[config.mk]
export PLATFORM = sky130hd
export DESIGN_NAME = adder_multicycle
export DESIGN_NICKNAME = d
export VERILOG_FILES = /design/src/rtl/adder_pkg.sv /design/src/rtl/cla_chunk.sv /design/src/rtl/adder_multicycle.sv
export SDC_FILE = /design/constraint.sdc
export NUM_CORES = 1
export LEC_CHECK = 0
export ABC_AREA = 1
export CAP_MARGIN = 10
export CELL_PAD_IN_SITES_DETAIL_PLACEMENT = 1
export CELL_PAD_IN_SITES_GLOBAL_PLACEMENT = 2
export CORE_MARGIN = 5
export CORE_UTILIZATION = 33
export DETAILED_ROUTE_END_ITERATION = 8
export HOLD_SLACK_MARGIN = 0.12
export PLACE_DENSITY_LB_ADDON = 0.2
export SYNTH_ARGS = -nofsm -noshare
export SYNTH_HDL_FRONTEND = slang
export SYNTH_SLANG_ARGS = --single-unit
[constraint.sdc]
create_clock -name clk -period 4.8 [get_ports clk]
set_input_delay 0.48 -clock clk [delete_from_list [all_inputs] [get_ports clk]]
set_output_delay 0.48 -clock clk [all_outputs]
set_load 0.005 [all_outputs]
[src/rtl/adder_pkg.sv]
// Shared opcode encodings, FSM state type and flag helpers for the
// multicycle adder.
package adder_pkg;

    localparam logic [2:0] OP_ADD  = 3'b000;
    localparam logic [2:0] OP_ADDU = 3'b001;
    localparam logic [2:0] OP_SUB  = 3'b010;
    localparam logic [2:0] OP_SUBU = 3'b011;
    localparam logic [2:0] OP_INC  = 3'b100;
    localparam logic [2:0] OP_DEC  = 3'b101;

    typedef enum logic {
        IDLE = 1'b0,
        RUN  = 1'b1
    } state_t;

    // Signed overflow from the operand MSBs (B after inversion) and the sum MSB.
    function automatic logic signed_overflow(input logic a_msb,
                                             input logic b_msb,
                                             input logic s_msb);
        return (a_msb == b_msb) && (s_msb != a_msb);
    endfunction

    function automatic logic is_signed_op(input logic [2:0] op);
        return (op == OP_ADD) || (op == OP_SUB) || (op == OP_INC) || (op == OP_DEC);
    endfunction

    function automatic logic is_illegal_op(input logic [2:0] op);
        return op[2] && op[1];
    endfunction

endpackage

[src/rtl/cla_chunk.sv]
// CHUNK-bit combinational carry-lookahead slice: SUM = A + B + cin,
// C_OUT is the carry out of the slice MSB.
module cla_chunk #(
    parameter int CHUNK = 4
) (
    input  logic [CHUNK-1:0] A,
    input  logic [CHUNK-1:0] B,
    input  logic             cin,
    output logic [CHUNK-1:0] SUM,
    output logic             C_OUT
);

    logic [CHUNK-1:0] gen;
    logic [CHUNK-1:0] prop;
    logic [CHUNK-1:0] carry;
    logic             acc;

    assign gen  = A & B;
    assign prop = A ^ B;

    // Generate/propagate recurrence kept in a local temporary so the carry
    // terms flatten into lookahead logic without a combinational self-loop.
    // NOTE: every variable written here gets a default first so no latch is inferred.
    always_comb begin
        carry = '0;
        acc   = cin;
        for (int i = 0; i < CHUNK; i++) begin
            carry[i] = acc;
            acc      = gen[i] | (prop[i] & acc);
        end
    end

    assign SUM   = prop ^ carry;
    assign C_OUT = acc;

endmodule

[src/rtl/adder_multicycle.sv]
// Sequential add/sub/inc/dec unit: sums CHUNK bits per clock through a
// registered inter-chunk carry, with a start/busy/done handshake.
module adder_multicycle
    import adder_pkg::*;
#(
    parameter int WIDTH = 16,
    parameter int CHUNK = 4
) (
    input  logic             clk,
    input  logic             rst,
    input  logic             start,
    input  logic [WIDTH-1:0] A,
    input  logic [WIDTH-1:0] B,
    input  logic [2:0]       control,
    input  logic             Carryout,
    output logic [WIDTH-1:0] C,
    output logic             overFlag,
    output logic             coutFlag,
    output logic             busy,
    output logic             done
);

    localparam int             N    = WIDTH / CHUNK;
    localparam int             KW   = (N > 1) ? $clog2(N) : 1;
    localparam logic [KW-1:0]  LAST = KW'(N - 1);

    state_t state, state_nxt;

    logic [KW-1:0]    k;
    logic [WIDTH-1:0] a_reg;
    logic [WIDTH-1:0] b_reg;
    logic [WIDTH-1:0] shadow;
    logic             cy;
    logic [2:0]       op_reg;
    logic             sup_reg;

    logic [WIDTH-1:0] a_in;
    logic [WIDTH-1:0] b_in;
    logic             c_in;
    logic             accept;
    logic             last;
    int               base;

    logic [CHUNK-1:0] slice_sum;
    logic             slice_cout;
    logic [WIDTH-1:0] result_full;

    always_ff @(posedge clk or posedge rst) begin
        if (rst) state <= IDLE;
        else     state <= state_nxt;
    end

    // Done cycles are IDLE, so a start there is accepted with no bubble.
    always_comb begin
        state_nxt = state;
        accept    = 1'b0;
        last      = 1'b0;
        case (state)
            IDLE: begin
                if (start) begin
                    accept    = 1'b1;
                    state_nxt = RUN;
                end
            end
            RUN: begin
                if (k == LAST) begin
                    last      = 1'b1;
                    state_nxt = IDLE;
                end
            end
            default: state_nxt = IDLE;
        endcase
    end

    assign busy = (state == RUN);

    always_comb begin
        a_in = A;
        b_in = B;
        c_in = 1'b0;
        case (control)
            OP_ADD, OP_ADDU: b_in = B;
            OP_SUB, OP_SUBU: begin
                b_in = ~B;
                c_in = 1'b1;
            end
            OP_INC: b_in = WIDTH'(1);
            OP_DEC: begin
                b_in = ~WIDTH'(1);
                c_in = 1'b1;
            end
            default: begin
                a_in = '0;
                b_in = '0;
            end
        endcase
    end

    always_comb base = int'(k) * CHUNK;

    cla_chunk #(.CHUNK(CHUNK)) u_chunk (
        .A     (a_reg[base +: CHUNK]),
        .B     (b_reg[base +: CHUNK]),
        .cin   (cy),
        .SUM   (slice_sum),
        .C_OUT (slice_cout)
    );

    // The last slice goes straight into C so the result lands on the final RUN edge.
    always_comb begin
        result_full                = shadow;
        result_full[base +: CHUNK] = slice_sum;
    end

    // NOTE: state registers use non-blocking assignments so every flop samples pre-edge values.
    always_ff @(posedge clk or posedge rst) begin
        if (rst) begin
            k        <= '0;
            a_reg    <= '0;
            b_reg    <= '0;
            shadow   <= '0;
            cy       <= 1'b0;
            op_reg   <= '0;
            sup_reg  <= 1'b0;
            C        <= '0;
            overFlag <= 1'b0;
            coutFlag <= 1'b0;
            done     <= 1'b0;
        end else begin
            done <= 1'b0;
            if (accept) begin
                a_reg   <= a_in;
                b_reg   <= b_in;
                cy      <= c_in;
                op_reg  <= control;
                sup_reg <= Carryout;
                k       <= '0;
            end else if (state == RUN) begin
                shadow[base +: CHUNK] <= slice_sum;
                cy                    <= slice_cout;
                k                     <= k + 1'b1;
                if (last) begin
                    C        <= result_full;
                    overFlag <= is_signed_op(op_reg) &&
                                signed_overflow(a_reg[WIDTH-1], b_reg[WIDTH-1],
                                                slice_sum[CHUNK-1]);
                    coutFlag <= !(sup_reg || is_illegal_op(op_reg)) && slice_cout;
                    done     <= 1'b1;
                end
            end
        end
    end

endmodule

==> flow_summary.yaml, run 1 <==
run_status:
  status: "complete, no violations"
synth:
  ys_seq_area_share_pct: 46.3
  ys_warn_count: 0
  synthCells: 514
  synth.cell_area_sq_um: 3840
  synth_nets: 562
  syn_area_per_cell_sq_um: 7.47
  ys_seq_elements: 71
  yosysUniqueCellTypes: 23
floorplanning:
  rows: 39
  die_x_um: 118
  io_pins: 59
  start_util_pct: 33.6
  die-area_sq_um: 13900
  core_area_sq_um: 11400
  die_y_um: 118
sta:
  tightest_slew_ns: 0.779
  fin_skew_ns: 0.00447
  rsz0062_at_grt: "false"
  tns_ns: 0
  fin_crit_sh_pct: 68.8
  setup_ws_ns: 1.50
  fmax_ghz: 0.303
  hold_slack_ns: 0.476
  setup_viol: 0
  max_slew_margin_pct: 48.0
  drv_slew: 0
  hold_violations: 0
  post-route-min-period_ns: 3.30
global_route:
  first_global_vias: 3555
  antenna_found_initial: 0
  grt_max_degree: 39
  grt_pass1_wl_um: 17400
  grt_overflow: 0
  gr-usage-all-layers_pct: 15.1
power_and_ir_drop:
  p_per_area_nw_per_um2: 633
  ir_drop_mv: 0.225
  p_total_mw: 2.98
  p_leak_nw: 2.50
layout:
  final_util_pct: 41.2
  fin_area_sq_um: 4700
  area_delta_synth_final_pct: 22.5
  antenna_cells: 0
  layout-drive-gt1-share_pct: 8.30
  final_cells: 709
  layout.nets: 611
  layout_common_cells: "nand2_1, dfrtp_1, clkdlybuf4s50_1, inv_1, nand3_1"
  final_common_cell: "nand2_1"
setup_path:
  cp-startpoint: "k[1]"
  start_kind: "flop"
  r2r_slack_ns: 1.50
  worstPathMaxFanout: 14
  critical_path_class: "flop to flop"
  reg2reg_from: "k[1]"
  arrival_ns: 3.51
  ff2ff_path_depth: 15
  endpoint_kind: "flop"
  cp_data_required_time_ns: 5.01
  timing.rr.end: "shadow[7]"
  endpoint: "shadow[7]"
min_path:
  hold_class: "flop to flop"
clocking:
  hold_buffers: 0
  clkLatencyLatePin_ns: 0.33
  cts_buffers: 9
  cts_resized: 0
  cts_tree: "yes"
  clk_path_buf_depth: 2
  cts.sinks: 71
  cts_root_buf: "clkbuf_16"
  clk_pin_slew_worst_paths_ns: 0.05
  htreeDepth: 3
  post-cts-setup-buffers: 0
place:
  place_congestion: 0.804
  pre_cts_ws_ns: 1.47
  dpl.cell_count: 695
  port_buffers: 58
  dp_hpwl_um: 7300
  place_area_sq_um: 4460
routing:
  drcViolationCount: 0
  detail-route-antenna-nets: 0
  wl_um: 9860
  dr.first_iter.drc_count: 128
  viasPerCell: 4.60
  vias: 3259
  drtPass1Iterations: 4
  routedWlPerCell_um: 13.9
run:
  cap_violations: 0
-- per-layer routing --
| layer | vias up | share of wire, % | global-route usage, % |
|---|---|---|---|
| li1 | 1661 | - | - |
| met1 | 1550 | 44 | 17.4 |
| met2 | 40 | 52 | 28.0 |
| met3 | 8 | 2.7 | 2.07 |
| met4 | 0 | 1.1 | 6.02 |
| met5 | - | 0 | 0 |
-- cells in the mapped netlist --
| library cell | number | area [sq um] |
|---|---|---|
| inv_1 | 37 | 139 |
| nand3_1 | 26 | 130 |
| nand3_4 | 1 | 17.5 |
| o21ai_1 | 9 | 45.0 |
| o21ai_0 | 10 | 50.1 |
| buf_6 | 3 | 33.8 |
| buf_12 | 1 | 20.0 |
| o22ai_1 | 3 | 18.8 |
| nor2_1 | 24 | 90.1 |
| ha_1 | 5 | 62.6 |
| o21bai_1 | 2 | 15.0 |
| buf_4 | 6 | 45.0 |
| clkbuf_1 | 1 | 3.75 |
| inv_2 | 7 | 26.3 |
| nand3_2 | 10 | 100 |
| dfrtp_1 | 71 | 1780 |
| nor2_8 | 1 | 20.0 |
| nor2_4 | 2 | 22.5 |
| nand2_1 | 263 | 987 |
| nand2_2 | 12 | 75.1 |
| fa_1 | 4 | 80.1 |
| buf_2 | 11 | 55.1 |
| a21oi_1 | 5 | 25.0 |
-- worst min-delay path by stage --
stage	startpoint	endpoint	slack (ns)	cells after the start
floorplan	b_reg[8]	b_reg[8]	0.44	2
finish	C[14]	C[14]	0.48	2
global route	C[8]	C[8]	0.51	2
global placement	C[12]	C[12]	0.46	2
detailed placement	C[14]	C[14]	0.47	2
CTS	C[14]	C[14]	0.48	2
-- cell type report --
type / count / area [sq um]
Clock buffer: 12 / 236
Inverter: 44 / 165
Timing Repair Buffer: 60 / 596
Fill cell: 1437 / 6720
Tap cell: 143 / 179
Sequential cell: 71 / 1780
Clock inverter: 2 / 10.0
Multi-Input combinational cell: 377 / 1740
-- critical path: stages, from the launching register on --
cell and delay [ns]:
dfrtp_1 0.48, inv_1 0.35, o21ai_0 0.17, o21ai_1 0.21, fa_1 0.20, inv_1 0.05
fa_1 0.38, fa_1 0.37, inv_1 0.08, fa_1 0.47, inv_1 0.11, nor2_1 0.06
nand3_1 0.07, nand2_1 0.06, nand2_1 0.06, nand2_1 0.06
-- cell families after synthesis --
| kind of cell | count (synthesis) | share of synthesized area (%) |
|---|---|---|
| simple gates | 339 | 37.6 |
| flops | 71 | 46.3 |
| buf+inv | 66 | 8.41 |
| compound gates | 29 | 4.01 |
| fa+ha+maj | 9 | 3.72 |
-- where the power goes --
part           total, mW  internal [mW]  switching (mW)
Clock              0.575          0.342           0.233
Sequential          1.03          0.851           0.181
Combinational       1.37          0.523           0.845
(Power assumes the default switching activity.)
==> run 2: changes to the inputs <==
Settings changed: CORE_UTILIZATION 33 to 31.
Clock period 4.8 ns to 3.3 ns, I/O delays scaled along.
==> flow_summary.yaml, run 2 (same netlist as run 1, synthesis figures left out) <==
layout:
  seq_area_sq_um: 1780
  num-fill-cells: 1504
  area_delta_synth_final_pct: 27.3
  layout.nets: 618
  final_common_cell: "nand2_1"
  fin_area_sq_um: 4890
  antenna_cells: 0
  multi_input_area_sq_um: 1740
  layout-drive-gt1-share_pct: 10.6
  final_util_pct: 40.5
  layout_common_cells: "nand2_1, dfrtp_1, clkdlybuf4s50_1, inv_1, nand3_1"
routing:
  drcViolationCount: 0
  drtPass1Iterations: 4
  dr.first_iter.drc_count: 125
  top_layer: "met4"
  viasPerCell: 4.43
  vias: 3291
  routedWlPerCell_um: 13.3
  wl_met3_um: 227
  routed-wl-met2_um: 5100
  wl_met1_um: 4360
  wl_um: 9870
  detail-route-antenna-nets: 0
floorplanning:
  rows: 40
  start_util_pct: 31.8
  die_y_um: 121
  die-area_sq_um: 14700
  core_area_sq_um: 12100
  io_pins: 59
  die_x_um: 121
setup_path:
  crit_top_cell: "fa_1"
  ff2ff_path_depth: 15
  cp-startpoint: "k[1]"
  worstPathMaxFanout: 9
  start_kind: "flop"
  crit_slowest_cell: "dfrtp_2"
  cp_num_cells: 15
  endpoint_kind: "flop"
  endpoint: "shadow[7]"
  r2r_slack_ns: 0.28
  critical_path_class: "flop to flop"
  arrival_ns: 3.24
  cpPeakStageDelay_ns: 0.48
  reg2reg_from: "k[1]"
  crit_family: "adder cells"
  crit_buf_inv: 4
  cp_data_required_time_ns: 3.52
  worstPathCellList: "inv_2 > o21ai_0 > o21ai_1 > fa_1 > inv_1 > fa_1 > fa_1 > inv_1 > fa_1 > inv_1 > nor2_1 > nand3_1 > nand2_1 > nand2_1 > nand2_1"
  timing.rr.end: "shadow[7]"
power_and_ir_drop:
  p_per_area_nw_per_um2: 949
  p_total_mw: 4.64
  p_leak_nw: 2.57
  ir_drop_mv: 0.476
clocking:
  cts.sinks: 71
  cts_tree: "yes"
  clkLatencyLatePin_ns: 0.34
  hold_buffers: 0
  clk_path_buf_depth: 2
  cts_root_buf: "clkbuf_16"
  cts_buffers: 9
  post-cts-setup-buffers: 0
  cts_resized: 0
  clk_pin_slew_worst_paths_ns: 0.06
  htreeDepth: 3
sta:
  setup_viol: 0
  tns_ns: 0
  post-route-min-period_ns: 3.02
  rsz0062_at_grt: "false"
  hold_violations: 0
  fmax_ghz: 0.332
  setup_ws_ns: 0.283
  max_slew_margin_pct: 65.3
  fin_skew_ns: 0.00724
  drv_slew: 0
  fin_crit_sh_pct: 91.4
  tightest_slew_ns: 0.519
global_route:
  antenna_found_initial: 0
  first_global_vias: 3547
  gr-usage-all-layers_pct: 14.6
  grt_max_degree: 72
  grt_pass1_wl_um: 17000
  grt_overflow: 0
place:
  place_congestion: 0.828
  port_buffers: 58
  dp_hpwl_um: 7350
  pre_cts_ws_ns: 0.125
  place_area_sq_um: 4550
run:
  cap_violations: 0
run_status:
  status: "complete, no violations"
min_path:
  hold_class: "primary input to async pin"
run 2: report_power, final:
| group | total [mW] | internal, mW | switching [mW] |
|---|---|---|---|
| sequential | 1.49 | 1.24 | 0.249 |
| clock | 1.08 | 0.702 | 0.381 |
| combinational | 2.07 | 0.815 | 1.25 |
run 2: how the worst min path moves through the flow:
| stage | startpoint | cells after the start | to | slack, ns |
|---|---|---|---|---|
| after floorplan | A[0] | 2 | a_reg[0] | 0.44 |
| after global placement | C[13] | 2 | C[13] | 0.46 |
| after detailed placement | C[5] | 2 | C[5] | 0.46 |
| after CTS | rst | 3 | C[9] | 0.42 |
| after global routing | rst | 3 | C[9] | 0.46 |
| final | rst | 3 | shadow[10] | 0.40 |
run 2: area by class of cell:
class | instances | share of cell area (%)
Multi-Input combinational cell | 377 | 35.6
Tap cell | 168 | 4.30
Timing Repair Buffer | 67 | 13.5
Clock inverter | 5 | 1.64
Clock buffer | 11 | 5.17
Inverter | 44 | 3.38
Sequential cell | 71 | 36.4
run 2: worst min-delay path: stages:
cell and delay, ns:
clkdlybuf4s50_1 0.41, inv_2 0.07, buf_12 0.32
run 2: stage by stage:
| stage | hold slack, ns | instances |
|---|---|---|
| floorplan | 0.440 | 514 |
| detailed placement | 0.464 | 727 |
| finish | 0.399 | 743 |
| global placement | 0.462 | 727 |
| CTS | 0.417 | 743 |
| global route | 0.463 | 743 |
run 2: metal layers:
| metal | GRT usage, % | vias up |
|---|---|---|
| li1 | - | 1676 |
| met1 | 17.2 | 1556 |
| met2 | 26.4 | 44 |
| met3 | 2.56 | 15 |
| met4 | 5.18 | 0 |
| met5 | 0 | - |
==> run 3: changes to the inputs <==
Settings changed: CORE_UTILIZATION 31 to 35, DONT_BUFFER_PORTS set to 1, REMOVE_ABC_BUFFERS set to 1.
==> flow_summary.yaml, run 3 (same netlist as run 1, synthesis figures left out) <==
run_status:
  status: "complete, no violations"
sta:
  tightest_slew_ns: 0.929
  tns_ns: 0
  hold_slack_ns: 0.0950
  hold_violations: 0
  setup_ws_ns: 0.356
  max_slew_margin_pct: 38.1
  rsz0062_at_grt: "false"
  fmax_ghz: 0.340
  post-route-min-period_ns: 2.94
  fin_crit_sh_pct: 89.2
  drv_slew: 0
  fin_skew_ns: 0.0157
  setup_viol: 0
setup_path:
  cp_data_required_time_ns: 3.55
  crit_slowest_cell: "fa_1"
  worstPathMaxFanout: 12
  endpoint_kind: "flop"
  worstPathCellList: "inv_2 > o21ai_0 > o21ai_1 > fa_1 > inv_1 > fa_1 > fa_1 > inv_1 > fa_1 > inv_1 > nor2_1 > nand3_1 > nand2_1 > nand2_1 > nand2_1"
  cpPeakStageDelay_ns: 0.47
  critical_path_class: "flop to flop"
  crit_top_cell: "fa_1"
  start_kind: "flop"
  arrival_ns: 3.19
layout:
  final_cells: 674
  layout.nets: 577
  layout_common_cells: "nand2_1, dfrtp_1, inv_1, nand3_1, nor2_1"
  final_common_cell: "nand2_1"
  layout-drive-gt1-share_pct: 10.3
  antenna_cells: 0
  area_delta_synth_final_pct: 11.2
  num-fill-cells: 1322
power_and_ir_drop:
  p_int_mw: 2.17
  seqPwrFrac_pct: 37.6
  switching_power_mw: 1.78
  power_frac_clock_pct: 15.8
  pwr-share-comb_pct: 46.6
  sw_frac_of_total_pct: 45.0
  p_leak_nw: 2.35
  ir_drop_mv: 0.315
  p_per_area_nw_per_um2: 924
min_path:
  hold_class: "primary input to async pin"
global_route:
  grt_max_degree: 72
  antenna_found_initial: 0
  gr-usage-all-layers_pct: 16.0
  first_global_vias: 3425
  grt_pass1_wl_um: 16700
  grt_overflow: 0
place:
  pre_cts_ws_ns: 0.296
  dpl.cell_count: 639
  dp_hpwl_um: 6920
  port_buffers: 0
  place_congestion: 0.830
clocking:
  cts_root_buf: "clkbuf_8"
  clkLatencyLatePin_ns: 0.35
  cts_tree: "yes"
  cts.sinks: 71
  cts_buffers: 9
  clk_path_buf_depth: 2
  post-cts-setup-buffers: 0
  clk_pin_slew_worst_paths_ns: 0.08
  htreeDepth: 3
routing:
  dr.first_iter.drc_count: 135
  drcViolationCount: 0
  detail-route-antenna-nets: 0
  wl_um: 9580
  vias: 3153
  viasPerCell: 4.68
  drtPass1Iterations: 4
  routedWlPerCell_um: 14.2
floorplanning:
  die_x_um: 115
  start_util_pct: 35.6
  core_area_sq_um: 10800
  rows: 38
  die_y_um: 115
  io_pins: 59
  die-area_sq_um: 13200
run:
  cap_violations: 0
## run 3: cell types whose count changed in the layout (fill, tap and decap cells not counted), moves of 3 or more
| cell | previous run | this run |
|---|---|---|
| clkdlybuf4s50_1 | 58 | 0 |
| clkbuf_8 | 2 | 10 |
| clkbuf_1 | 0 | 3 |
| clkbuf_16 | 9 | 0 |
| dlygate4sd3_1 | 0 | 19 |
## run 3: worst max-delay path: cells and delay by family (launching register included)
family | cells | cell delay [ns]
compound gates | 2 | 0.28
fa+ha+maj | 4 | 1.42
buf+inv | 4 | 0.40
flops | 1 | 0.45
simple gates | 5 | 0.31
## run 3: worst paths after layout
check | startpoint | endpoint | slack, ns | cells after the start
max reg2reg | k[0] | C[7] | 0.36 | 15
min | rst | done | 0.09 | 2
min reg2reg | b_reg[5] | b_reg[5] | 0.49 | 2
max in group asynchronous | rst | k[0] | 2.47 | 2
max | k[0] | C[7] | 0.36 | 15
min in group clk | B[0] | b_reg[0] | 0.17 | 3
## run 3: routing by layer
layer,part of all wire [%],global-route usage [%],wire length [um],vias up
met3,3.3,2.85,314,11
met2,49,27.0,4690,43
met4,1.5,5.63,147,0
li1,-,-,-,1589
met5,0,0,0,-
met1,46,20.7,4430,1510
## run 3: per-stage QoR
stage	power [mW]	utilization (%)	cell area (sq um)
after floorplan	2.75	-	3680
after global placement	3.33	36.2	3910
after detailed placement	3.37	36.2	3910
after CTS	4.04	39.4	4260
after global routing	4.39	39.5	4270
final	3.95	39.5	4270
## run 3: power by group through the flow
stage	combinational, mW	clock (mW)	sequential [mW]
2_1_floorplan	1.29	0	1.46
3_3_place_gp	1.82	0	1.51
3_5_place_dp	1.87	0	1.51
4_1_cts	1.89	0.649	1.50
5_1_grt	2.17	0.684	1.54
6_report	1.84	0.623	1.48
## run 3: final cells by class
class / count / area (sq um) / share of cell area [%]
Sequential cell: 71 / 1780 / 41.7
Clock inverter: 3 / 18.8 / 0.440
Tap cell: 140 / 175 / 4.10
Inverter: 44 / 165 / 3.87
Multi-Input combinational cell: 377 / 1740 / 40.8
Timing Repair Buffer: 26 / 243 / 5.69
Clock buffer: 13 / 149 / 3.49
## run 3: repair_timing
item | in CTS | in global routing
endpoints found under the hold margin | 18 | 1
hold buffers | 18 | 1
endpoints found under the setup margin | 0 | 2
gates resized for setup | 0 | 1
